[config.mk]
export PLATFORM = sky130hd
export DESIGN_NAME = ecg_rpeak_detector
export DESIGN_NICKNAME = d
export VERILOG_FILES = /design/src/rtl/ecg_rpeak_detector.sv
export SDC_FILE = /design/constraint.sdc
export NUM_CORES = 1
export LEC_CHECK = 0
export ABC_CLOCK_PERIOD_IN_PS = 7900
export CAP_MARGIN = 25
export CORE_ASPECT_RATIO = 2
export CORE_UTILIZATION = 59
export CTS_CLUSTER_DIAMETER = 30
export DETAILED_ROUTE_END_ITERATION = 16
export GPL_TIMING_DRIVEN = 0
export PLACE_DENSITY_LB_ADDON = 0.1
export SLEW_MARGIN = 0
export SYNTH_ARGS = -nofsm -noshare
export SYNTH_HDL_FRONTEND = slang
export SYNTH_SLANG_ARGS = --single-unit
export TNS_END_PERCENT = 1
[constraint.sdc]
create_clock -name clk -period 7.9 [get_ports clk]
set_clock_uncertainty 0.15 [all_clocks]
set_input_delay 1.58 -clock clk [delete_from_list [all_inputs] [get_ports clk]]
set_output_delay 1.58 -clock clk [all_outputs]
set_load 0.01 [all_outputs]
[src/rtl/ecg_rpeak_detector.sv]
// ecg_rpeak_detector: streaming R-peak detector with an adaptive amplitude threshold.
// It takes filtered ECG samples and, for each beat, emits a one-cycle event that
// carries the peak amplitude and the RR interval counted in accepted samples.
//
// Ports:
//   clk         system clock, rising edge
//   reset       asynchronous active-low reset
//   data_in     signed filtered sample, accepted when in_valid is high
//   in_valid    sample qualifier (no backpressure)
//   peak_valid  one-cycle beat event
//   peak_amp    signed beat maximum, held between events
//   rr_interval samples between this and the previous beat maximum (0 on first, saturating)
//   threshold   current adaptive threshold, never below THRESH_MIN
module ecg_rpeak_detector #(
  parameter int unsigned DATA_W      = 16,
  parameter int unsigned RR_W        = 12,
  parameter int          THRESH_INIT = 2000,
  parameter int          THRESH_MIN  = 500,
  parameter int unsigned REFRACTORY  = 72,
  parameter int unsigned MAX_WIDTH   = 36
) (
  input  logic                     clk,
  input  logic                     reset,
  input  logic signed [DATA_W-1:0] data_in,
  input  logic                     in_valid,
  output logic                     peak_valid,
  output logic signed [DATA_W-1:0] peak_amp,
  output logic        [RR_W-1:0]   rr_interval,
  output logic signed [DATA_W-1:0] threshold
);

  localparam int unsigned WidthW = $clog2(MAX_WIDTH + 1);
  localparam int unsigned RefW   = $clog2(REFRACTORY + 1);

  localparam logic signed [DATA_W-1:0] ThrInit  = DATA_W'(THRESH_INIT);
  localparam logic        [DATA_W-1:0] ThrMin   = DATA_W'(THRESH_MIN);
  localparam logic        [WidthW-1:0] MaxWidth = WidthW'(MAX_WIDTH);
  localparam logic        [RefW-1:0]   RefInit  = RefW'(REFRACTORY);

  typedef enum logic [1:0] {StSearch, StRising, StRefract} state_e;

  state_e                     state_q, state_d;
  logic signed [DATA_W-1:0]   max_q, max_d;
  logic        [RR_W-1:0]     cand_q, cand_d;
  logic        [WidthW-1:0]   width_q, width_d;
  logic        [RefW-1:0]     ref_cnt_q, ref_cnt_d;
  logic        [RR_W-1:0]     since_peak_q, since_peak_d;
  logic                       first_done_q, first_done_d;
  logic                       peak_valid_q, peak_valid_d;
  logic signed [DATA_W-1:0]   peak_amp_q, peak_amp_d;
  logic        [RR_W-1:0]     rr_q, rr_d;
  logic signed [DATA_W-1:0]   thr_q, thr_d;

  logic                       above_thr;
  logic                       new_max;
  logic signed [DATA_W-1:0]   max_sel;
  logic        [RR_W-1:0]     cand_sel;
  logic        [RR_W-1:0]     since_inc;
  logic        [WidthW-1:0]   width_inc;
  logic        [DATA_W+1:0]   thr_sum;
  logic        [DATA_W-1:0]   thr_div;
  logic        [DATA_W-1:0]   thr_clamped;

  // Negative samples are never above a positive threshold, so a signed compare suffices.
  assign above_thr = data_in > thr_q;
  assign new_max   = data_in > max_q;   // strict: on a tie the earlier maximum is kept
  assign max_sel   = new_max ? data_in : max_q;
  assign cand_sel  = new_max ? since_peak_q : cand_q;
  assign since_inc = (since_peak_q == '1) ? since_peak_q : since_peak_q + RR_W'(1);
  assign width_inc = width_q + WidthW'(1);

  // Both operands are positive when this is used, so an unsigned sum cannot overflow.
  assign thr_sum     = ({2'b00, thr_q} << 1) + {2'b00, thr_q} + {3'b000, max_sel[DATA_W-1:1]};
  assign thr_div     = DATA_W'(thr_sum >> 2);
  assign thr_clamped = (thr_div < ThrMin) ? ThrMin : thr_div;

  always_comb begin
    state_d      = state_q;
    max_d        = max_q;
    cand_d       = cand_q;
    width_d      = width_q;
    ref_cnt_d    = ref_cnt_q;
    since_peak_d = since_peak_q;
    first_done_d = first_done_q;
    peak_valid_d = 1'b0;
    peak_amp_d   = peak_amp_q;
    rr_d         = rr_q;
    thr_d        = thr_q;

    if (in_valid) begin
      since_peak_d = since_inc;
      unique case (state_q)
        StSearch: begin
          if (above_thr) begin
            state_d = StRising;
            max_d   = data_in;
            cand_d  = since_peak_q;
            width_d = WidthW'(1);
          end
        end
        StRising: begin
          max_d   = max_sel;
          cand_d  = cand_sel;
          width_d = width_inc;
          // A width-limit hit and a below-threshold sample fall into the same single confirm.
          if (!above_thr || width_inc >= MaxWidth) begin
            peak_valid_d = 1'b1;
            peak_amp_d   = max_sel;
            rr_d         = first_done_q ? cand_sel : '0;
            first_done_d = 1'b1;
            // Re-base the counter on the beat maximum; a saturated count stays saturated.
            since_peak_d = (since_peak_q == '1) ? since_peak_q : since_inc - cand_sel;
            thr_d        = thr_clamped;
            ref_cnt_d    = RefInit;
            state_d      = StRefract;
          end
        end
        StRefract: begin
          ref_cnt_d = ref_cnt_q - RefW'(1);
          if (ref_cnt_q == RefW'(1)) begin
            state_d = StSearch;
          end
        end
        default: state_d = StSearch;
      endcase
    end
  end

  always_ff @(posedge clk or negedge reset) begin
    if (!reset) begin
      state_q      <= StSearch;
      max_q        <= '0;
      cand_q       <= '0;
      width_q      <= '0;
      ref_cnt_q    <= '0;
      since_peak_q <= '0;
      first_done_q <= 1'b0;
      peak_valid_q <= 1'b0;
      peak_amp_q   <= '0;
      rr_q         <= '0;
      thr_q        <= ThrInit;
    end else begin
      state_q      <= state_d;
      max_q        <= max_d;
      cand_q       <= cand_d;
      width_q      <= width_d;
      ref_cnt_q    <= ref_cnt_d;
      since_peak_q <= since_peak_d;
      first_done_q <= first_done_d;
      peak_valid_q <= peak_valid_d;
      peak_amp_q   <= peak_amp_d;
      rr_q         <= rr_d;
      thr_q        <= thr_d;
    end
  end

  assign peak_valid  = peak_valid_q;
  assign peak_amp    = peak_amp_q;
  assign rr_interval = rr_q;
  assign threshold   = thr_q;

endmodule

# After elaboration in Yosys (flattened, before gate mapping)
# Cells that the tools add are included.
# Widths: inputs -> output; s select.
# word_totals
in_bits	19
elab_cells	62
register_bits	101
# classes
order_cmp	4
n_addsub	6
n_eq_ne	8
n_mux	23
n_reduce_logical	10
# ops
operator	count
$mux 12	7
$mux 16	3
$gt 16x16->1	2
$pmux 16 s2	1
$pmux 12 s2	1
$add 17x16->18	1
$add 18x15->18	1
$lt 16x9->1 const B	1
$pmux 7 s2	1
$add 12x1->12 const B	1
$eq 12x12->1 const B	1
$pmux 6 s2	1
$sub 12x12->12	1
$reduce_and 3->1	3
$eq 7x1->1 const B	1
$mux 7	1
$sub 7x1->7 const B	1
$add 6x1->6 const B	1
$ge 6x6->1 const B	1
$mux 2	3
$mux 6	1
$ne 2x2->1 const B	3
$pmux 2 s3	1
$reduce_and 4->1	1
other kinds (9)	12

# Longest topological paths before layout
# depth
ltp_word	6
depth_mapped	26

# Least setup slack after synthesis
# Ideal clock, no wire load.
# synth_timing
kind	input to register
start	in data_in[15]
end	reg thr_q[1] (netlist: threshold[1])
arrival_time_ns	6.770
cell_stages	25
t_required_ns	7.630
slack_ns	0.860
cell_sequence	ha_1 nand4_1 or4_1 a21oi_1 o31a_2 a21o_1 buf_2 buf_2 clkbuf_1 nand2_1 o21ai_0 fa_1 nand2_1 nor2_1 fa_1 a21oi_1 o21ai_0 a21oi_1 o211ai_1 a41oi_1 xor2_1 nor4b_1 o2111ai_1 a41o_2 and3_1
# synth_between
elab_chain_len	5
word_cells_on_any_way	9
cone_classes	1 x add/sub; 3 x order compare; 2 x mux; 3 x reduce/logical
# synth_lines
item	line	source
start: declaration	24	input logic signed [DATA_W-1:0] data_in,
$gt 16x16->1 (*)	66	assign new_max = data_in > max_q;
$mux 16 (*)	67	assign max_sel = new_max ? data_in : max_q;
via max_sel[2]	56	logic signed [DATA_W-1:0] max_sel;
$add 18x15->18 (*)	73	assign thr_sum = ({2'b00, thr_q} << 1) + {2'b00, thr_q} + {3'b000, max_sel[DATA_W-1:1]};
$lt 16x9->1	75	assign thr_clamped = (thr_div < ThrMin) ? ThrMin : thr_div;
$mux 16 (*)	75	
end signal: assignment	141	thr_q <= ThrInit;
end signal: assignment	153	thr_q <= thr_d;
end: declaration	52	logic signed [DATA_W-1:0] thr_q, thr_d;
# Mark *: on every way through the listed nets, which the timed path passes. The rest lies on a longest branch.
# A chain may end at the register's enable or synchronous reset.

# Final worst setup path
# layout_timing
start	in data_in[15]
end	reg thr_q[1] (netlist: threshold[1])
# layout_between
elab_chain_len	5
word_cells_on_any_way	9
cone_classes	1 x add/sub; 3 x order compare; 2 x mux; 3 x reduce/logical
# layout_lines
item	line
$gt 16x16->1	66
$mux 16	67
via max_sel[9]	56
$add 18x15->18	73
$lt 16x9->1	75
$mux 16	75
# The timed path passes the listed nets, and every way through them passes these cells.

==> results_dict.tcl <==
set metrics [dict create \
    drt_iter0_markers 468 \
    final_nets 1033 \
    place_area_um2 8190 \
    hold_class "reg -> reg" \
    clkSinkCount 101 \
    drive_gt1_share_pct 6.50 \
    ant_nets 0 \
    fp.dieH_um 160 \
    setup_ws_ps 102 \
    cts-root-buf "clkbuf_16" \
    ys_types 58 \
    clkTransAtPathRegs_ps 80 \
    ioPinCount 64 \
    first_global_vias 7156 \
    worst_ep_required_time_ps 8010 \
    pre_cts_slack_ps -1240 \
    min_from "peak_amp[9]$_DFFE_PN0P_" \
    relSlewSlack_pct 22.3 \
    dieWidth_um 80.9 \
    maxCapViolations 0 \
    crit_top_cell "a21o_1" \
    clk_latency_ps 360 \
    synth_edf_count 0 \
    cts_tree "built" \
    grt_max_degree 60 \
    track_usage_pct 35.9 \
    critPathLaunchType "input pin" \
    max_freq_mhz 128 \
    yosysWarningCount 0 \
    port-buffer-count 63 \
    n_antenna_cell 0 \
    ys_ff_latch 101 \
    period_minus_slack_ps 7800 \
    setup_viol 0 \
    syn_area_um2 7350 \
    status "completed" \
    tightest_slew_ps 1160 \
    cts_inserted_buffers 9 \
    hpwl_um 16900 \
    cp-end-kind "register" \
    synth_largest_area_cell "dfrtp_1" \
    syn_nets 955 \
    clock_path_buffers 2 \
    drc 0 \
    avgRoutedWirePerCell_um 20.3 \
    critPathSlowestCell "or4_4" \
    drv_slew 0 \
    gp_congestion 0.941 \
    synth_compound_area_share_pct 21.4 \
    hold_violations 0 \
    arrival_ps 7900 \
    synth_top_area_share_pct 32.4 \
    crit_fanout 10 \
    cts_hold_buf 0 \
    cp_num_buf_inv 4 \
    synth.most_common_cell "nand2_1" \
    grt.overflow.total 0 \
    critical_path.top_delay_family "compound AO/OA/AOI/OAI gates" \
    final_util_pct 71.2 \
    core_area_um2 12100 \
    antenna_found_initial 0 \
    std_cell_rows 57 \
    synth_fa_ha_area_share_pct 15.3 \
    synthFlopType "dfrtp_1" \
    synthMuxAreaShare_pct 3.22 \
    synth.area.top_cells "dfrtp_1, ha_1, nand2_1, o21ai_0, fa_1" \
    path_cells "clkdlybuf4s50_1 -> ha_1 -> nand4_1 -> or4_4 -> a21oi_4 -> o31a_2 -> a21o_1 -> buf_4 -> buf_6 -> clkbuf_4 -> nand2_1 -> o21ai_0 -> fa_1 -> ha_1 -> a21o_1 -> a21o_1 -> a21oi_1 -> o211ai_1 -> a41oi_2 -> xor2_1 -> nor4b_4 -> o2111ai_2 -> a41o_2 -> and3_1" \
    grt_pass1_wl_um 35000 \
    first_pass_iters 6 \
    async_flop_share_pct 100 \
    synth_top_family_by_area "compound AO/OA/AOI/OAI gates" \
    vias_per_cell 6.33 \
    critPathMaxStageDelay_ps 610 \
    critPathKind "in -> reg" \
    finalCritPeriodShare_pct 98.7 \
    area_growth_pct 17.5 \
    syn_inst 856 \
    synth-simple-area-share_pct 16.9 \
    synth_xor_area_share_pct 3.81 \
    fin_area_um2 8630 \
    die-area_um2 12900 \
    h-tree-depth 3 \
    routed_wl_um 22000 \
    start_util_pct 60.6 \
    ys_seq_area_share_pct 34.5 \
    vias 6875 \
    synthTopCellsByCount "nand2_1, dfrtp_1, o21ai_0" \
    cp-startpoint "data_in[15]" \
    syn_avg_cell_area_um2 8.58 \
    worst_r2r_startpoint "max_q[1]$_DFFE_PN0P_" \
]
-- registers in the layout, indices dropped and copies added (netlist names), 6 cells and up --
name          count
max_q            16
cand_q           12
threshold        16
width_q           6
ref_cnt_q         7
rr_interval      12
peak_amp         16
since_peak_q     12
-- layout make-up --
type                       count  area [um2]
buffer                        46         193
clock buffer                   9         225
clock inverter                 7        73.8
fill                         978        3490
inverter                      47         176
multi-input combinational    658        4530
sequential                   101        2530
tap                          147         184
timing repair buffer          71         713
-- metal layers --
metal	share of wire [%]	up-vias	global-route usage [%]
li1	-	3205	-
met1	36	3340	35.8
met2	53	236	63.6
met3	3.1	94	4.29
met4	8.2	0	29.3
met5	0	-	0
-- worst reg2reg max path: cells and delay by family, from the launching register on --
family | cells | cell delay, ps
buffers and inverters | 5 | 840
DFF | 1 | 510
AOI/OAI and AO/OA | 9 | 2240
adders and majority gates | 3 | 1180
and+or+nand+nor | 6 | 1460
-- layout by cell type, fill, tap and decap left out, types with 7 or more instances in the layout --
cell type        synthesis  layout
nand2_1                140     140
nor2_1                  48      48
dfrtp_1                 95      95
o21ai_1                  3      10
buf_4                    0      10
clkdlybuf4s50_1          0      60
mux2i_1                 20      20
a21oi_1                 50      45
xnor2_1                 18      17
clkbuf_1                44      38
o21ai_0                 71      61
nor2b_1                  8       8
a22o_1                  13      13
a21o_1                  15      15
nand2b_1                 7       7
xor2_1                  14      14
o211ai_1                12      12
clkbuf_16                0       9
inv_1                   47      47
o22ai_1                 37      37
ha_1                    64      64
nor3_1                   8       8
nand3_1                 13      13
fa_1                    16      16
o21a_1                   7       7
nand4_1                 22      22
a211oi_1                 8       7
-- logic make-up after synthesis --
family                     count (synthesis)
buffers and inverters                     97
muxes                                     23
and+or+nand+nor                          274
AOI/OAI and AO/OA                        249
xor gates and xnor gates                  32
DFF                                      101
adders and majority gates                 80
-- stage by stage --
| stage | instances | setup TNS, ps | hold slack (ps) |
|---|---|---|---|
| 5_1_grt | 1086 | -1.47 | 365 |
| 3_5_place_dp | 1067 | -12060 | 312 |
| 6_report | 1086 | 0 | 331 |
| 3_3_place_gp | 1066 | -10840 | 308 |
| 2_1_floorplan | 856 | 0 | 325 |
| 4_1_cts | 1085 | 0 | 330 |
-- final timing paths --
check                                            end  slack, ps  depth (start not counted)
max                         threshold[1]$_DFFE_PN0P_        100                         24
min                          peak_amp[9]$_DFFE_PN0P_        330                          2
max reg2reg                 threshold[1]$_DFFE_PN0P_       1440                         23
min reg2reg                  peak_amp[9]$_DFFE_PN0P_        330                          2
max in group asynchronous  threshold[10]$_DFFE_PN1P_       5800                          2
min in group asynchronous    peak_amp[7]$_DFFE_PN0P_       1060                          1
-- what timing repair did --
item | in CTS | in global routing
gates cloned | 0 | 0
buffers inserted | 2 | 5
pin swaps | 7 | 6
resized for setup | 24 | 14
setup endpoints to repair | 12 | 9
Power is left out: the tool's default activity adds up to more than one toggle a clock period on the data nets, which glitch-free logic cannot reach.
